--- config.mk ---
export PLATFORM = sky130hd
export DESIGN_NAME = uart_tx_fifo_flat
export DESIGN_NICKNAME = d
export VERILOG_FILES = /design/src/rtl/uart_tx_fifo_if.sv /design/src/rtl/uart_tx_fifo.sv /design/src/flat_wrapper.sv
export SDC_FILE = /design/constraint.sdc
export NUM_CORES = 1
export LEC_CHECK = 0
export ABC_AREA = 1
export ABC_CLOCK_PERIOD_IN_PS = 5010
export BUFFER_PORTS_ARGS = -buffer_cell sky130_fd_sc_hd__clkbuf_2
export CAP_MARGIN = 30
export CORE_UTILIZATION = 64
export DETAILED_ROUTE_END_ITERATION = 16
export MAX_ROUTING_LAYER = met4
export PLACE_DENSITY = 0.9
export RECOVER_POWER = 25
export SKIP_CTS_REPAIR_TIMING = 1
export SYNTH_ARGS = -nofsm -noshare
export SYNTH_HDL_FRONTEND = slang
export SYNTH_SLANG_ARGS = --single-unit
--- constraint.sdc ---
create_clock -name clk -period 5.01 [get_ports clk]
set_input_delay 0.501 -clock clk [delete_from_list [all_inputs] [get_ports clk]]
set_output_delay 0.501 -clock clk [all_outputs]
set_load 0.05 [all_outputs]
--- src/rtl/uart_tx_fifo_if.sv ---
// Host-side write port of the UART transmitter: valid/ready push of one data word.
interface uart_tx_fifo_if #(
  parameter int DATA_W = 8
);
  logic [DATA_W-1:0] wr_data;
  logic              wr_valid;
  logic              wr_ready;

  modport master (output wr_data, output wr_valid, input wr_ready);
  modport slave  (input wr_data, input wr_valid, output wr_ready);
endinterface

--- src/rtl/uart_tx_fifo.sv ---
// UART transmitter with transmit FIFO, programmable baud divisor and runtime
// frame format (5..DATA_W data bits, optional parity, 1 or 2 stop bits).
module uart_tx_fifo #(
  parameter int DATA_W     = 8,
  parameter int FIFO_DEPTH = 4,
  parameter int DIV_W      = 16
) (
  input  logic                          clk,
  input  logic                          rst,
  uart_tx_fifo_if.slave                 wr,
  input  logic [DIV_W-1:0]              baud_div,
  input  logic [3:0]                    cfg_nbits,
  input  logic                          cfg_par_en,
  input  logic                          cfg_par_odd,
  input  logic                          cfg_stop2,
  output logic                          txd,
  output logic                          busy,
  output logic                          tx_done,
  output logic [$clog2(FIFO_DEPTH):0]   fifo_count
);

  localparam int AW = $clog2(FIFO_DEPTH);
  localparam int CW = AW + 1;
  localparam logic [3:0] NBITS_MIN = 4'd5;
  localparam logic [3:0] NBITS_MAX = 4'(DATA_W);

  localparam logic [2:0] S_IDLE   = 3'd0;
  localparam logic [2:0] S_START  = 3'd1;
  localparam logic [2:0] S_DATA   = 3'd2;
  localparam logic [2:0] S_PARITY = 3'd3;
  localparam logic [2:0] S_STOP   = 3'd4;

  function automatic logic [3:0] eff_nbits(input logic [3:0] n);
    logic [3:0] r;
    if (n < NBITS_MIN) begin
      r = NBITS_MIN;
    end else if (n > NBITS_MAX) begin
      r = NBITS_MAX;
    end else begin
      r = n;
    end
    return r;
  endfunction

  function automatic logic parity_bit(input logic acc, input logic odd);
    return acc ^ odd;
  endfunction

  logic [DATA_W-1:0] mem_r [FIFO_DEPTH];
  logic [AW-1:0]     wptr_r;
  logic [AW-1:0]     rptr_r;
  logic [CW-1:0]     count_r;

  logic [2:0]        state_r;
  logic [2:0]        state_nxt_s;
  logic [DIV_W-1:0]  timer_r;
  logic [DIV_W-1:0]  div_r;
  logic [DATA_W-1:0] shreg_r;
  logic [3:0]        bitcnt_r;
  logic [3:0]        nbits_r;
  logic              par_en_r;
  logic              par_odd_r;
  logic              stop2_r;
  logic              stop_cnt_r;
  logic              par_r;
  logic              txd_r;
  logic              tx_done_r;

  logic              fifo_empty_s;
  logic              wr_en_s;
  logic              pop_s;
  logic              done_s;
  logic              bit_end_s;
  logic              last_data_s;
  logic              last_stop_s;

  assign fifo_empty_s = (count_r == {CW{1'b0}});
  assign wr.wr_ready  = (count_r != CW'(FIFO_DEPTH));
  assign wr_en_s      = wr.wr_valid && wr.wr_ready;
  assign bit_end_s    = (timer_r == {DIV_W{1'b0}});
  assign last_data_s  = (bitcnt_r == (nbits_r - 4'd1));
  assign last_stop_s  = (stop_cnt_r == stop2_r);

  assign txd        = txd_r;
  assign tx_done    = tx_done_r;
  assign busy       = (state_r != S_IDLE);
  assign fifo_count = count_r;

  // Next-state, FIFO pop and end-of-frame decode.
  always_comb begin
    state_nxt_s = state_r;
    pop_s       = 1'b0;
    done_s      = 1'b0;
    case (state_r)
      S_IDLE: begin
        if (!fifo_empty_s) begin
          pop_s       = 1'b1;
          state_nxt_s = S_START;
        end else begin
          state_nxt_s = S_IDLE;
        end
      end
      S_START: begin
        if (bit_end_s) begin
          state_nxt_s = S_DATA;
        end else begin
          state_nxt_s = S_START;
        end
      end
      S_DATA: begin
        if (bit_end_s && last_data_s) begin
          state_nxt_s = par_en_r ? S_PARITY : S_STOP;
        end else begin
          state_nxt_s = S_DATA;
        end
      end
      S_PARITY: begin
        if (bit_end_s) begin
          state_nxt_s = S_STOP;
        end else begin
          state_nxt_s = S_PARITY;
        end
      end
      S_STOP: begin
        if (bit_end_s && last_stop_s) begin
          done_s = 1'b1;
          // Back-to-back: the next start bit follows the stop bit directly.
          if (!fifo_empty_s) begin
            pop_s       = 1'b1;
            state_nxt_s = S_START;
          end else begin
            state_nxt_s = S_IDLE;
          end
        end else begin
          state_nxt_s = S_STOP;
        end
      end
      default: begin
        state_nxt_s = S_IDLE;
      end
    endcase
  end

  // FIFO storage; contents are don't-care until written, so no reset.
  always_ff @(posedge clk) begin
    if (wr_en_s) begin
      mem_r[wptr_r] <= wr.wr_data;
    end
  end

  // FIFO pointers and occupancy.
  always_ff @(posedge clk) begin
    if (rst) begin
      wptr_r  <= {AW{1'b0}};
      rptr_r  <= {AW{1'b0}};
      count_r <= {CW{1'b0}};
    end else begin
      if (wr_en_s) begin
        wptr_r <= wptr_r + AW'(1);
      end
      if (pop_s) begin
        rptr_r <= rptr_r + AW'(1);
      end
      count_r <= count_r + CW'(wr_en_s) - CW'(pop_s);
    end
  end

  // Frame sequencer, bit timer, shifter and registered serial output.
  always_ff @(posedge clk) begin
    if (rst) begin
      state_r    <= S_IDLE;
      timer_r    <= {DIV_W{1'b0}};
      div_r      <= {DIV_W{1'b0}};
      shreg_r    <= {DATA_W{1'b0}};
      bitcnt_r   <= 4'd0;
      nbits_r    <= NBITS_MIN;
      par_en_r   <= 1'b0;
      par_odd_r  <= 1'b0;
      stop2_r    <= 1'b0;
      stop_cnt_r <= 1'b0;
      par_r      <= 1'b0;
      txd_r      <= 1'b1;
      tx_done_r  <= 1'b0;
    end else begin
      if (pop_s) begin
        // Format is frozen here so host config writes only affect later frames.
        shreg_r    <= mem_r[rptr_r];
        div_r      <= baud_div;
        timer_r    <= baud_div;
        nbits_r    <= eff_nbits(cfg_nbits);
        par_en_r   <= cfg_par_en;
        par_odd_r  <= cfg_par_odd;
        stop2_r    <= cfg_stop2;
        stop_cnt_r <= 1'b0;
        bitcnt_r   <= 4'd0;
        par_r      <= 1'b0;
      end else if (state_r != S_IDLE) begin
        timer_r <= bit_end_s ? div_r : (timer_r - DIV_W'(1));
        if (bit_end_s && (state_r == S_DATA)) begin
          shreg_r  <= shreg_r >> 1;
          par_r    <= par_r ^ shreg_r[0];
          bitcnt_r <= bitcnt_r + 4'd1;
        end
        if (bit_end_s && (state_r == S_STOP)) begin
          stop_cnt_r <= 1'b1;
        end
      end
      state_r   <= state_nxt_s;
      tx_done_r <= done_s;
      case (state_r)
        S_START:  txd_r <= 1'b0;
        S_DATA:   txd_r <= shreg_r[0];
        S_PARITY: txd_r <= parity_bit(par_r, par_odd_r);
        S_STOP:   txd_r <= 1'b1;
        default:  txd_r <= 1'b1;
      endcase
    end
  end

endmodule

--- src/flat_wrapper.sv ---
// flat-port wrapper written by rule: the top's interface ports become plain ports
module uart_tx_fifo_flat 
#(
  parameter int DATA_W     = 8,
  parameter int FIFO_DEPTH = 4,
  parameter int DIV_W      = 16
)
  (clk, rst, baud_div, cfg_nbits, cfg_par_en, cfg_par_odd, cfg_stop2, txd, busy, tx_done, fifo_count, wr_wr_data, wr_wr_valid, wr_wr_ready);
  uart_tx_fifo_if #(.DATA_W(DATA_W)) wr_i ();
  input  logic clk;
  input  logic rst;
  input  logic [DIV_W-1:0] baud_div;
  input  logic [3:0] cfg_nbits;
  input  logic cfg_par_en;
  input  logic cfg_par_odd;
  input  logic cfg_stop2;
  output logic txd;
  output logic busy;
  output logic tx_done;
  output logic [$clog2(FIFO_DEPTH):0] fifo_count;
  input wire logic [$bits(wr_i.wr_data)-1:0] wr_wr_data;
  input wire logic [$bits(wr_i.wr_valid)-1:0] wr_wr_valid;
  output wire logic [$bits(wr_i.wr_ready)-1:0] wr_wr_ready;
  assign wr_i.wr_data = wr_wr_data;
  assign wr_i.wr_valid = wr_wr_valid;
  assign wr_wr_ready = wr_i.wr_ready;
  uart_tx_fifo #(.DATA_W(DATA_W), .FIFO_DEPTH(FIFO_DEPTH), .DIV_W(DIV_W)) u_core (.clk(clk), .rst(rst), .wr(wr_i), .baud_div(baud_div), .cfg_nbits(cfg_nbits), .cfg_par_en(cfg_par_en), .cfg_par_odd(cfg_par_odd), .cfg_stop2(cfg_stop2), .txd(txd), .busy(busy), .tx_done(tx_done), .fifo_count(fifo_count));
endmodule
==> impl_summary.md <==
Setup path
The delay of the slowest cell on the worst path is roughly 0.52 ns. STA classifies the critical path startpoint as a register. The total buffers and inverters traversed by the critical path is 3. Counting cells, the worst reg-to-reg path comes to 14. STA classifies the critical path endpoint as a register. STA puts the critical path data required time at 5.24 ns.

In this run the worst path has a maximum fanout of 45. The critical path in this run is classified as register to register. Walking the worst path, the cells encountered are inv_1 -> ha_1 -> nand2_2 -> nor2_2 -> nand2_2 -> nor2_4 -> nand3_4 -> nand2_4 -> ha_1 -> inv_1 -> ha_1 -> fa_1 -> inv_1 -> nor2_1.

The capturing point of the worst reg2reg path is u_core.fifo_count[1]. Among cell families on the critical path, the largest total delay comes from simple AND/OR/NAND/NOR gates. The data arrival at the endpoint of the critical path is approximately 3.6 ns. The worst-path cell with the longest stage delay is nand2_4.

In this run the critical register-to-register path is launched from u_core.timer_r[0]. The setup slack of the most critical reg-to-reg path is 1.66 ns.

Cells and area
Of the cells placed in the final design, the portion with a size suffix greater than 1 is 0.09117. The layout overhead on the synthesized area is 8.152%. The number of standard cells in the layout, taps in and fillers out is between 700 and 800.

Once layout is complete, the utilization of the core stands at 0.7201. The number of nets in the finished design is 730. The repair_antennas step left the layout with diodes totalling 0.

Synth
The multiplexer share of the synthesized area is 0. Counting every instance in the synthesized netlist gives approximately 660. The share of the Yosys chip area taken by registers is 0.4717. The xor/xnor cell area share of the yosys netlist is 0.01974.

The combinational family with the most area after synthesis is simple AND/OR/NAND/NOR gates. The area share of the largest cell type after synthesis is 0.2748. The fraction of the mapped netlist area in compound gates is 0.09408. Ranked by total cell area, the synthesized netlist is headed by dfxtp_1, edfxtp_1, nand2_1, nor2_1, inv_1.

Yosys mapped a number of flops with a built-in enable equal to 32. The library cell with the largest summed area after synthesis is dfxtp_1. The post-synthesis async set-or-reset flop share is 0. The area share of fa/ha/maj cells after synthesis is 0.02717. The basic-gate share of the synthesized area counting and, or, nand and nor cells is 0.3040. The most used flip-flop cell after synthesis is dfxtp_1. Synthesis produced a netlist with a net count of 700.

The average instance in the mapped netlist occupies 7.440 µm². The number of different library cells in the post-synthesis netlist is 36. The netlist area before placement is about 0.005 mm².

The flip-flop and latch count after synthesis is 99. Yosys printed 0 warnings.

Power and ir drop
Dividing total power by cell area gives a power density of 619.9 mW/mm². The maximum vdd drop is about 310 µV. The total power draw is between 3 and 4 mW. The static power due to leakage is around 2.4 nW.

Routing
Wires add up to between 10 and 15 mm. The routed via count divided by cell count is about 5.5. The routed wire length per instance is about 13 µm.

For this block, the via count after detailed routing is 4327. Before antenna repair, the detailed router went through 5 iterations. The number of DRC violations after detailed-routing iteration 0 is ~330. The DRC violation count after routing is 0.

The post-route antenna net violation count is 0.

Timing
In this run the tightest slew margin relative to its limit is 0.3976. The slew of the pin with the lowest slew margin is roughly 0.90 ns. The hold violation total from the final report is 0. The final max-slew violation count came to 0. Setup repair after global routing left no endpoint under its margin. The achievable clock frequency is between 0.2 and 0.3 GHz. The time the final worst path needs with I/O delays and setup is between 3 and 4 ns. Setup violations remaining at the end of the flow were counted as 0. Setup total negative slack on the finished layout was measured at 0 ns. Between clock sinks in the finished design, the worst skew comes to ~0.013 ns. Of the available clock period, the critical path in the final layout requires 0.6689.

Floorplan
The initial utilization of the core area, before any placement, comes to 0.6658. The width of the die is between 80 and 90 µm. The initialized floorplan defines 31 standard-cell rows. In this run the vertical extent of the chip is ~89 µm. The I/O pin count is 41. The total core area is between 0.007 and 0.008 mm². The full die area is between 0.007 and 0.008 mm².

CTS
The root buffer cell chosen for the clock tree is clkbuf_8. The clock-pin transition on the worst setup and hold timing paths is roughly 0.10 ns. The count of clock tree sinks is 99.

The longest clock path from root to sink contains 2 buffers. The TritonCTS buffer count is 9. The clock reaches the later pin of the worst-skew pair after between 0.3 and 0.4 ns. The H-tree level count is 3. The TritonCTS clock tree is built.

Job
Max-cap violations in this run came to 0.

Min path
The path class of the lowest-slack min-delay path is primary input to register. The cell depth of the worst hold path is 3. The startpoint of the lowest-slack hold path is cfg_par_odd. The hold-critical path endpoint is u_core.par_odd_r.

Placed design
The placed instance count is roughly 770. The number of input and output port buffers inserted is 40. The half-perimeter wire length after detailed placement is 7.349 mm. Routability-driven placement finished with a final weighted congestion of about 0.92.

Global routing
The via count of the first global-routing pass was roughly 4.0k. The number of antenna violations at the first check in global routing is 0. After global routing the overflow that remains totals 0.

The first-pass GRT wire length is 17.16 mm. For this run, the total global-route usage over all layers was measured as 0.2922. Entering global routing, the biggest net connects between 40 and 50 pins.

Run status
The flow ran to the end, and the final reports show no timing, DRC or antenna violations.
-- sequential cells by signal, indices dropped and copies added (netlist names), named ones only --
name,count
u_core.par_en_r,1
u_core.state_r,3
u_core.stop_cnt_r,1
u_core.rptr_r,2
u_core.mem_r,32
u_core.fifo_count,3
u_core.txd,1
u_core.bitcnt_r,4
u_core.par_odd_r,1
u_core.tx_done,1
u_core.stop2_r,1
u_core.timer_r,16
u_core.wptr_r,2
u_core.nbits_r,4
u_core.shreg_r,8
u_core.par_r,1
u_core.div_r,16
-- how the worst max path moves through the flow --
stage	start	endpoint	slack, ns	cells after the start
after detailed placement	u_core.timer_r[0]	u_core.fifo_count[1]	1.71	14
after global routing	u_core.timer_r[0]	u_core.fifo_count[1]	1.39	14
after CTS	u_core.timer_r[0]	u_core.fifo_count[1]	1.65	14
after global placement	u_core.timer_r[0]	u_core.fifo_count[1]	1.84	14
final	u_core.timer_r[0]	u_core.fifo_count[1]	1.66	14
after floorplan	u_core.fifo_count[1]	u_core.fifo_count[2]	2.48	11
-- tightest hold or removal path: stages --
cell      delay [ns]
clkbuf_2        0.07
nor2_1          0.04
nor2_1          0.08
-- per-layer routing --
layer  part of all wire  vias up  track usage
met1               0.43     1971       0.3432
met4              0.013        0      0.09812
met2               0.49      171       0.4830
li1                   -     2167            -
met3              0.070       18      0.08310
met5                  0        -            -
-- metrics by stage --
stage	hold WS, ns	setup WS (ns)	instance area [µm²]
after floorplan	0.4209	2.478	4881
after global placement	0.4340	1.837	5095
after detailed placement	0.4433	1.709	5095
after CTS	0.3254	1.652	5291
after global routing	0.3549	1.394	5279
final	0.3592	1.659	5279
-- cell usage in the layout (no fill, tap or decap), drive strengths merged, types with 8 or more instances in the layout --
cell type and n:
o21ai 53, edfxtp 32, dfxtp 67, nand2 163, ha 9, a21oi 24, o22ai 8, inv 82
clkbuf 49, nor2 110, nand3 48, nand4 12
-- logic make-up (layout without fill, tap and decap cells) --
| group | Yosys count | count (layout) |
|---|---|---|
| adder cells (fa/ha/maj) | 10 | 10 |
| buffers and inverters | 100 | 135 |
| XOR/XNOR | 11 | 11 |
| AND/OR/NAND/NOR | 348 | 348 |
| flip-flops | 99 | 99 |
| AO/OA/AOI/OAI | 88 | 88 |
-- power breakdown --
| group | switching (mW) | internal (mW) |
|---|---|---|
| sequential | 0.156 | 1.04 |
| combinational | 1.06 | 0.504 |
| clock | 0.312 | 0.196 |
| total | 1.53 | 1.74 |
-- Yosys cell counts, types with 2 or more instances --
library cell  number
nand2_1          160
nor2_1           104
inv_1             78
dfxtp_1           67
nand3_1           46
o21ai_0           39
edfxtp_1          32
a21oi_1           24
o21ai_1           14
nand4_1           12
clkbuf_1          11
ha_1               9
o22ai_1            8
xnor2_1            7
or2_2              6
nor3_1             5
buf_2              4
nor2_2             4
xor2_1             4
buf_6              3
buf_1              2
nand2_2            2
nor2_4             2
-- final cells by class --
| type | instances | area [µm²] |
|---|---|---|
| Sequential cell | 99 | 2302 |
| Multi-Input combinational cell | 457 | 2172 |
| Fill cell | 594 | 2052 |
| Inverter | 79 | 296.5 |
| Timing Repair Buffer | 40 | 187.7 |
| Clock buffer | 9 | 123.9 |
| Tap cell | 99 | 123.9 |
| Clock inverter | 7 | 72.57 |
Power figures use the tool's default switching activity.
